==> src/rtl/regfile_port_initiator_if.sv <==
// Client request/response bundle for one register-file port controller.
// Master drives requests and consumes responses; slave is the controller.
// Request is a valid/ready handshake; the response is a one-cycle valid pulse.
interface regfile_port_initiator_if #(
   parameter int DATA_WIDTH = 32,
   parameter int ADDR_WIDTH = 5
);
   logic                  reqValid;
   logic                  reqReady;
   logic                  reqWe;
   logic [ADDR_WIDTH-1:0] reqAddr;
   logic [DATA_WIDTH-1:0] reqData;
   logic                  rspValid;
   logic [DATA_WIDTH-1:0] rspData;

   modport master (
      output reqValid, reqWe, reqAddr, reqData,
      input  reqReady, rspValid, rspData
   );

   modport slave (
      input  reqValid, reqWe, reqAddr, reqData,
      output reqReady, rspValid, rspData
   );
endinterface

==> src/rtl/regfile_port_initiator.sv <==
// Initiator for one register-file RAM port: clear sweep after reset/on command, then single-word client reads/writes.
// Latency: RAM controls registered at posedge (RAM acts at next negedge); read data returned 1 cycle after accept.
// Backpressure: reqReady is low during a sweep and in any cycle iClear is high; responses cannot be stalled.
module regfile_port_initiator #(
   parameter int                    DATA_WIDTH  = 32,
   parameter int                    ADDR_WIDTH  = 5,
   parameter logic [DATA_WIDTH-1:0] CLEAR_VALUE = '0,
   parameter bit                    ZERO_REG    = 1'b1
) (
   input  logic                  iClk,
   input  logic                  iRst_n,
   input  logic                  iClear,
   regfile_port_initiator_if.slave req,
   output logic                  oInitDone,
   output logic                  oRamEn,
   output logic                  oRamWe,
   output logic [ADDR_WIDTH-1:0] oRamAddr,
   output logic [DATA_WIDTH-1:0] oRamData,
   input  logic [DATA_WIDTH-1:0] iRamData
);

   typedef enum logic {CLEAR, RUN} state_t;

   state_t                state;
   state_t                stateNext;
   // One extra bit so the sweep end is seen as the MSB setting, never as a wrap to 0.
   logic [ADDR_WIDTH:0]   cnt;
   logic [ADDR_WIDTH:0]   cntNext;
   logic                  ramEnNext;
   logic                  ramWeNext;
   logic [ADDR_WIDTH-1:0] ramAddrNext;
   logic [DATA_WIDTH-1:0] ramDataNext;
   logic                  initDoneNext;
   logic                  rdPend;
   logic                  rdPendNext;
   logic                  rdZero;
   logic                  rdZeroNext;
   logic                  reqIsZero;

   // Address 0 is a hardwired zero register when ZERO_REG is set.
   assign reqIsZero    = ZERO_REG && (req.reqAddr == '0);
   // Clear wins over a request presented in the same cycle.
   assign req.reqReady = (state == RUN) && !iClear;

   // State and sweep counter register.
   always_ff @(posedge iClk or negedge iRst_n) begin
      if (!iRst_n) begin
         state <= CLEAR;
         cnt   <= '0;
      end else begin
         state <= stateNext;
         cnt   <= cntNext;
      end
   end

   // Next-state and next RAM command: sweep writes in CLEAR, client requests in RUN.
   always_comb begin
      stateNext    = state;
      cntNext      = cnt;
      ramEnNext    = 1'b0;
      ramWeNext    = 1'b0;
      ramAddrNext  = oRamAddr;
      ramDataNext  = oRamData;
      initDoneNext = oInitDone;
      rdPendNext   = 1'b0;
      rdZeroNext   = rdZero;
      case (state)
         CLEAR: begin
            if (cnt[ADDR_WIDTH]) begin
               stateNext    = RUN;
               initDoneNext = 1'b1;
            end else begin
               ramEnNext   = 1'b1;
               ramWeNext   = 1'b1;
               ramAddrNext = cnt[ADDR_WIDTH-1:0];
               ramDataNext = CLEAR_VALUE;
               cntNext     = cnt + {{ADDR_WIDTH{1'b0}}, 1'b1};
            end
         end
         RUN: begin
            if (iClear) begin
               stateNext = CLEAR;
               cntNext   = '0;
            end else if (req.reqValid) begin
               ramEnNext   = 1'b1;
               ramWeNext   = req.reqWe && !reqIsZero;
               ramAddrNext = req.reqAddr;
               ramDataNext = req.reqData;
               rdPendNext  = !req.reqWe;
               rdZeroNext  = reqIsZero;
            end
         end
         default: stateNext = CLEAR;
      endcase
   end

   // Registered RAM port controls, init flag and outstanding-read tracking.
   always_ff @(posedge iClk or negedge iRst_n) begin
      if (!iRst_n) begin
         oRamEn    <= 1'b0;
         oRamWe    <= 1'b0;
         oRamAddr  <= '0;
         oRamData  <= '0;
         oInitDone <= 1'b0;
         rdPend    <= 1'b0;
         rdZero    <= 1'b0;
      end else begin
         oRamEn    <= ramEnNext;
         oRamWe    <= ramWeNext;
         oRamAddr  <= ramAddrNext;
         oRamData  <= ramDataNext;
         oInitDone <= initDoneNext;
         rdPend    <= rdPendNext;
         rdZero    <= rdZeroNext;
      end
   end

   // Capture RAM read data one cycle after a read accept; zero register reads as 0.
   always_ff @(posedge iClk or negedge iRst_n) begin
      if (!iRst_n) begin
         req.rspValid <= 1'b0;
         req.rspData  <= '0;
      end else begin
         req.rspValid <= rdPend;
         if (rdPend) begin
            req.rspData <= rdZero ? '0 : iRamData;
         end
      end
   end

endmodule

==> src/flat_wrapper.sv <==
// flat-port wrapper written by rule: the top's interface ports become plain ports
module regfile_port_initiator_flat 
#(
   parameter int                    DATA_WIDTH  = 32,
   parameter int                    ADDR_WIDTH  = 5,
   parameter logic [DATA_WIDTH-1:0] CLEAR_VALUE = '0,
   parameter bit                    ZERO_REG    = 1'b1
)
  (iClk, iRst_n, iClear, oInitDone, oRamEn, oRamWe, oRamAddr, oRamData, iRamData, req_reqValid, req_reqWe, req_reqAddr, req_reqData, req_reqReady, req_rspValid, req_rspData);
  regfile_port_initiator_if #(.DATA_WIDTH(DATA_WIDTH), .ADDR_WIDTH(ADDR_WIDTH)) req_i ();
  input  logic iClk;
  input  logic iRst_n;
  input  logic iClear;
  output logic oInitDone;
  output logic oRamEn;
  output logic oRamWe;
  output logic [ADDR_WIDTH-1:0] oRamAddr;
  output logic [DATA_WIDTH-1:0] oRamData;
  input  logic [DATA_WIDTH-1:0] iRamData;
  input wire logic [$bits(req_i.reqValid)-1:0] req_reqValid;
  input wire logic [$bits(req_i.reqWe)-1:0] req_reqWe;
  input wire logic [$bits(req_i.reqAddr)-1:0] req_reqAddr;
  input wire logic [$bits(req_i.reqData)-1:0] req_reqData;
  output wire logic [$bits(req_i.reqReady)-1:0] req_reqReady;
  output wire logic [$bits(req_i.rspValid)-1:0] req_rspValid;
  output wire logic [$bits(req_i.rspData)-1:0] req_rspData;
  assign req_i.reqValid = req_reqValid;
  assign req_i.reqWe = req_reqWe;
  assign req_i.reqAddr = req_reqAddr;
  assign req_i.reqData = req_reqData;
  assign req_reqReady = req_i.reqReady;
  assign req_rspValid = req_i.rspValid;
  assign req_rspData = req_i.rspData;
  regfile_port_initiator #(.DATA_WIDTH(DATA_WIDTH), .ADDR_WIDTH(ADDR_WIDTH), .CLEAR_VALUE(CLEAR_VALUE), .ZERO_REG(ZERO_REG)) u_core (.iClk(iClk), .iRst_n(iRst_n), .iClear(iClear), .req(req_i), .oInitDone(oInitDone), .oRamEn(oRamEn), .oRamWe(oRamWe), .oRamAddr(oRamAddr), .oRamData(oRamData), .iRamData(iRamData));
endmodule
==> config.mk <==
export PLATFORM = sky130hd
export DESIGN_NAME = regfile_port_initiator_flat
export DESIGN_NICKNAME = d
export VERILOG_FILES = /design/src/rtl/regfile_port_initiator_if.sv /design/src/rtl/regfile_port_initiator.sv /design/src/flat_wrapper.sv
export SDC_FILE = /design/constraint.sdc
export NUM_CORES = 1
export LEC_CHECK = 0
export BUFFER_PORTS_ARGS = -buffer_cell sky130_fd_sc_hd__buf_2
export CAP_MARGIN = 15
export CORE_MARGIN = 2
export CORE_UTILIZATION = 53
export CTS_BUF_LIST = sky130_fd_sc_hd__clkbuf_8
export DETAILED_ROUTE_END_ITERATION = 7
export MAX_ROUTING_LAYER = met4
export PLACE_DENSITY = 0.88
export SYNTH_ARGS = -nofsm -noshare
export SYNTH_HDL_FRONTEND = slang
export SYNTH_SLANG_ARGS = --single-unit
==> constraint.sdc <==
create_clock -name iClk -period 3.6 [get_ports iClk]
set_input_delay 0.9 -clock iClk [delete_from_list [all_inputs] [get_ports iClk]]
set_output_delay 0.9 -clock iClk [all_outputs]
set_load 0.005 [all_outputs]
==> out/summary.json <==
{
  "outcome": "finished, final reports clean",
  "maximum_clock_skew_at_final_layout_ps": 6.63,
  "final_period_minus_worst_setup_slack_ps": 2300,
  "worst_ep_required_time_ps": 2700,
  "gr-usage-all-layers_pct": 22.5,
  "hold_viol": 0,
  "postRouteAntennaNets": 0,
  "synth_simple_gate_area_share_pct": 22.4,
  "post_synth_fa_ha_maj_area_fraction_pct": 0.361,
  "worst_setup_hold_path_clk_slew_ps": 80,
  "floorplan.initialDensity_pct": 54.6,
  "placement.io_buffers": 147,
  "drt-initial-drc-count": 160,
  "synthesis.instances": 356,
  "clock_tree_from_tritoncts": "built",
  "synthesis.nets": 431,
  "setup-tns-final_ps": 0,
  "critPathSlowestCell": "sky130_fd_sc_hd__dfrtp_1",
  "total_leakage_power_nw": 2.49,
  "via_count_of_the_first_global_routing_pass": 2832,
  "most-common-layout-cells": "146 x sky130_fd_sc_hd__buf_2, 82 x sky130_fd_sc_hd__dfrtp_1, 71 x sky130_fd_sc_hd__nand2_1",
  "areaGrowthSynthToFinish_pct": 28.4,
  "muxShareOfSynthArea_pct": 1.73,
  "slew_headroom_pct": 33.7,
  "drc": 0,
  "cap_violations": 0,
  "boundaryPins": 148,
  "grt_antenna_before_repair": 0,
  "timing_max_transition_violations_final": 0,
  "critical_path.max_fanout": 18,
  "maximum_number_of_pins_on_one_net_before_global_route_repair": 83,
  "grt_pass1_wl_um": 12800,
  "detailroute.via_count": 2915,
  "worstSkewPairLatency_ps": 320,
  "cts_max_path_buffers": 2,
  "post_route_cells_drive_above_1_share_pct": 33.9,
  "routed_wirelength_um": 7730,
  "internal_dissipation_mw": 2.10,
  "die_h_um": 84.9,
  "ir_worst_vdd_mv": 0.357,
  "grt_remaining_overflow": 0,
  "achievable-frequency_mhz": 434,
  "core.rowCount": 29,
  "insertedDiodeCount": 0,
  "core_area_mm2": 0.00635,
  "cts.root.buffer_cell": "sky130_fd_sc_hd__clkbuf_8",
  "finish.cell_count_without_fillers": 575,
  "fp.dieW_um": 84.9,
  "syn_avg_cell_area_um2": 9.75,
  "detailed_place_hpwl_um": 5260,
  "switching_share_pct": 30.8,
  "power.clock.fraction_pct": 26.5,
  "timing.hold.worst.class": "reg2reg",
  "finalWeightedCongestion": 0.790,
  "cell_by_cell_listing_of_the_critical_path": "inv_1 -> nor2_1 -> buf_2",
  "dpl.cell_count": 559,
  "synthDistinctLibCells": 30,
  "dominant_combinational_cell_family_by_area_after_synthesis": "simple AND/OR/NAND/NOR gates",
  "final_net_count": 568,
  "yosysSeqAreaShare_pct": 59.1,
  "path_class": "reg2out",
  "cts-htree-levels": 3,
  "timing.final.crit_share_pct": 64.0,
  "cts.repair_timing.setup_buffer_count": 0,
  "ys_seq_elements": 82,
  "synth_area_mm2": 0.00347,
  "synth-compound-area-share_pct": 8.65,
  "p_sw_uw": 937,
  "synth-xor-area-share_pct": 0.252,
  "clock_sinks": 82,
  "leading_cell_type_in_the_layout_fill_and_taps_excluded": "sky130_fd_sc_hd__buf_2",
  "p_per_area_mw_per_mm2": 682,
  "timing.critical_path.from_type": "register",
  "tightestPinTransition_ps": 994,
  "critical_path.max_stage_delay_ps": 680,
  "drtPass1Iterations": 7,
  "critPathCaptureType": "primary output",
  "routedWlPerCell_um": 13.4,
  "synth_warnings": 0,
  "via_per_inst": 5.07,
  "cts_buffer_count": 9,
  "cts_repair_resize_count": 0,
  "power_frac_comb_pct": 27.1,
  "setup_repair_after_global_routing_missed_its_margin": "false",
  "share_seq_of_total_power_pct": 46.4,
  "floorplan.die_area_mm2": 0.00721,
  "worstPathArrival_ps": 1400,
  "post_cts_hold_buffer_count": 0,
  "report.final.setup_viol": 0
}
## path summary, 6_finish.rpt
| kind | endpoint | depth (start not counted) | slack [ps] | from |
|---|---|---|---|---|
| min | u_core.oInitDone$_DFFE_PN0P_ | 1 | 460 | u_core.oInitDone$_DFFE_PN0P_ |
| max in group asynchronous | u_core.req.rspData[22]$_DFFE_PN0P_ | 1 | 2230 | iRst_n |
| min in group asynchronous | u_core.req.rspData[19]$_DFFE_PN0P_ | 1 | 740 | iRst_n |
| min reg2reg | u_core.oInitDone$_DFFE_PN0P_ | 1 | 460 | u_core.oInitDone$_DFFE_PN0P_ |
| max | req_reqReady | 3 | 1300 | u_core.state$_DFF_PN0_ |
| max reg2reg | u_core.cnt[4]$_DFFE_PN0P_ | 5 | 1990 | u_core.state$_DFF_PN0_ |
## per-layer routing
metal	track usage, %	up-vias	share of wire (%)
li1	-	1434	-
met1	29.0	1352	45
met2	35.8	119	47
met3	4.96	10	7.4
met4	7.22	0	1.1
met5	-	-	0
## critical path: cells and delay by family, from the launching register on
kind | cells | cell delay [ps]
DFF | 1 | 680
buffers and inverters | 2 | 270
and+or+nand+nor | 1 | 140
## through the flow
step	power (mW)	utilization (%)	cell area, µm²	setup WS [ps]	hold WS (ps)
finish	3.04	70.2	4460	1300	460
detailed placement	2.25	66.2	4200	1470	449
CTS	3.07	70.2	4460	1270	467
global route	3.25	70.2	4460	1150	510
floorplan	1.85	-	3470	1700	349
global placement	2.20	66.2	4200	1480	455
## cell families (layout without fill, tap and decap cells)
kind of cell | Yosys count | count (layout)
AND/OR/NAND/NOR | 154 | 154
flip-flops | 82 | 82
buffers and inverters | 59 | 201
AO/OA/AOI/OAI | 53 | 53
multiplexers | 6 | 6
adder cells (fa/ha/maj) | 1 | 1
XOR/XNOR | 1 | 1
## cells in the mapped netlist
master / instances / share of area (%)
sky130_fd_sc_hd__a211oi_1: 5 / 1.1
sky130_fd_sc_hd__clkbuf_1: 10 / 1.1
sky130_fd_sc_hd__a21oi_1: 7 / 1.0
sky130_fd_sc_hd__a21o_1: 1 / 0.22
sky130_fd_sc_hd__nand3_1: 34 / 4.9
sky130_fd_sc_hd__nor2_1: 4 / 0.43
sky130_fd_sc_hd__a41o_1: 1 / 0.29
sky130_fd_sc_hd__xnor2_1: 1 / 0.25
sky130_fd_sc_hd__mux2i_1: 6 / 1.7
sky130_fd_sc_hd__or2_1: 1 / 0.18
sky130_fd_sc_hd__nor3_1: 2 / 0.29
sky130_fd_sc_hd__nand2_1: 71 / 7.7
sky130_fd_sc_hd__nand2b_1: 2 / 0.36
sky130_fd_sc_hd__buf_6: 3 / 0.97
sky130_fd_sc_hd__a31oi_1: 1 / 0.18
sky130_fd_sc_hd__nand2_4: 1 / 0.32
sky130_fd_sc_hd__and3_1: 1 / 0.18
sky130_fd_sc_hd__inv_2: 1 / 0.11
sky130_fd_sc_hd__a31o_2: 1 / 0.25
sky130_fd_sc_hd__dfrtp_1: 82 / 59
sky130_fd_sc_hd__inv_1: 33 / 3.6
sky130_fd_sc_hd__buf_2: 12 / 1.7
sky130_fd_sc_hd__ha_1: 1 / 0.36
sky130_fd_sc_hd__a21boi_0: 1 / 0.22
sky130_fd_sc_hd__and3b_1: 1 / 0.25
sky130_fd_sc_hd__o21ai_1: 1 / 0.14
sky130_fd_sc_hd__o21ai_0: 33 / 4.8
sky130_fd_sc_hd__nand3b_1: 31 / 6.7
sky130_fd_sc_hd__a22o_1: 2 / 0.50
sky130_fd_sc_hd__nor2b_1: 6 / 1.1
## power by group through the flow
stage	Sequential, mW	Combinational [mW]	Clock, mW
after floorplan	1.41	0.446	0
after global placement	1.40	0.799	0
after detailed placement	1.42	0.831	0
after CTS	1.41	0.837	0.827
after global routing	1.45	0.934	0.870
final	1.41	0.824	0.805
## sequential cells by signal (all words and copies together) (netlist names)
signal	cells
u_core.req.rspData	32
u_core.oRamWe	1
u_core.cnt	6
u_core.rdPend	1
u_core.oRamEn	1
u_core.oRamAddr	5
u_core.req.rspValid	1
u_core.oRamData	32
u_core.rdZero	1
u_core.state	1
u_core.oInitDone	1
## final cells by class
type | count | area, µm²
inverters | 34 | 128
clock inverters | 5 | 101
multi-input cells | 215 | 1160
flip-flops and latches | 82 | 2050
clock buffers | 11 | 151
fillers | 489 | 1890
repair buffers | 151 | 768
well taps | 77 | 96.3
Power figures use the tool's default switching activity.
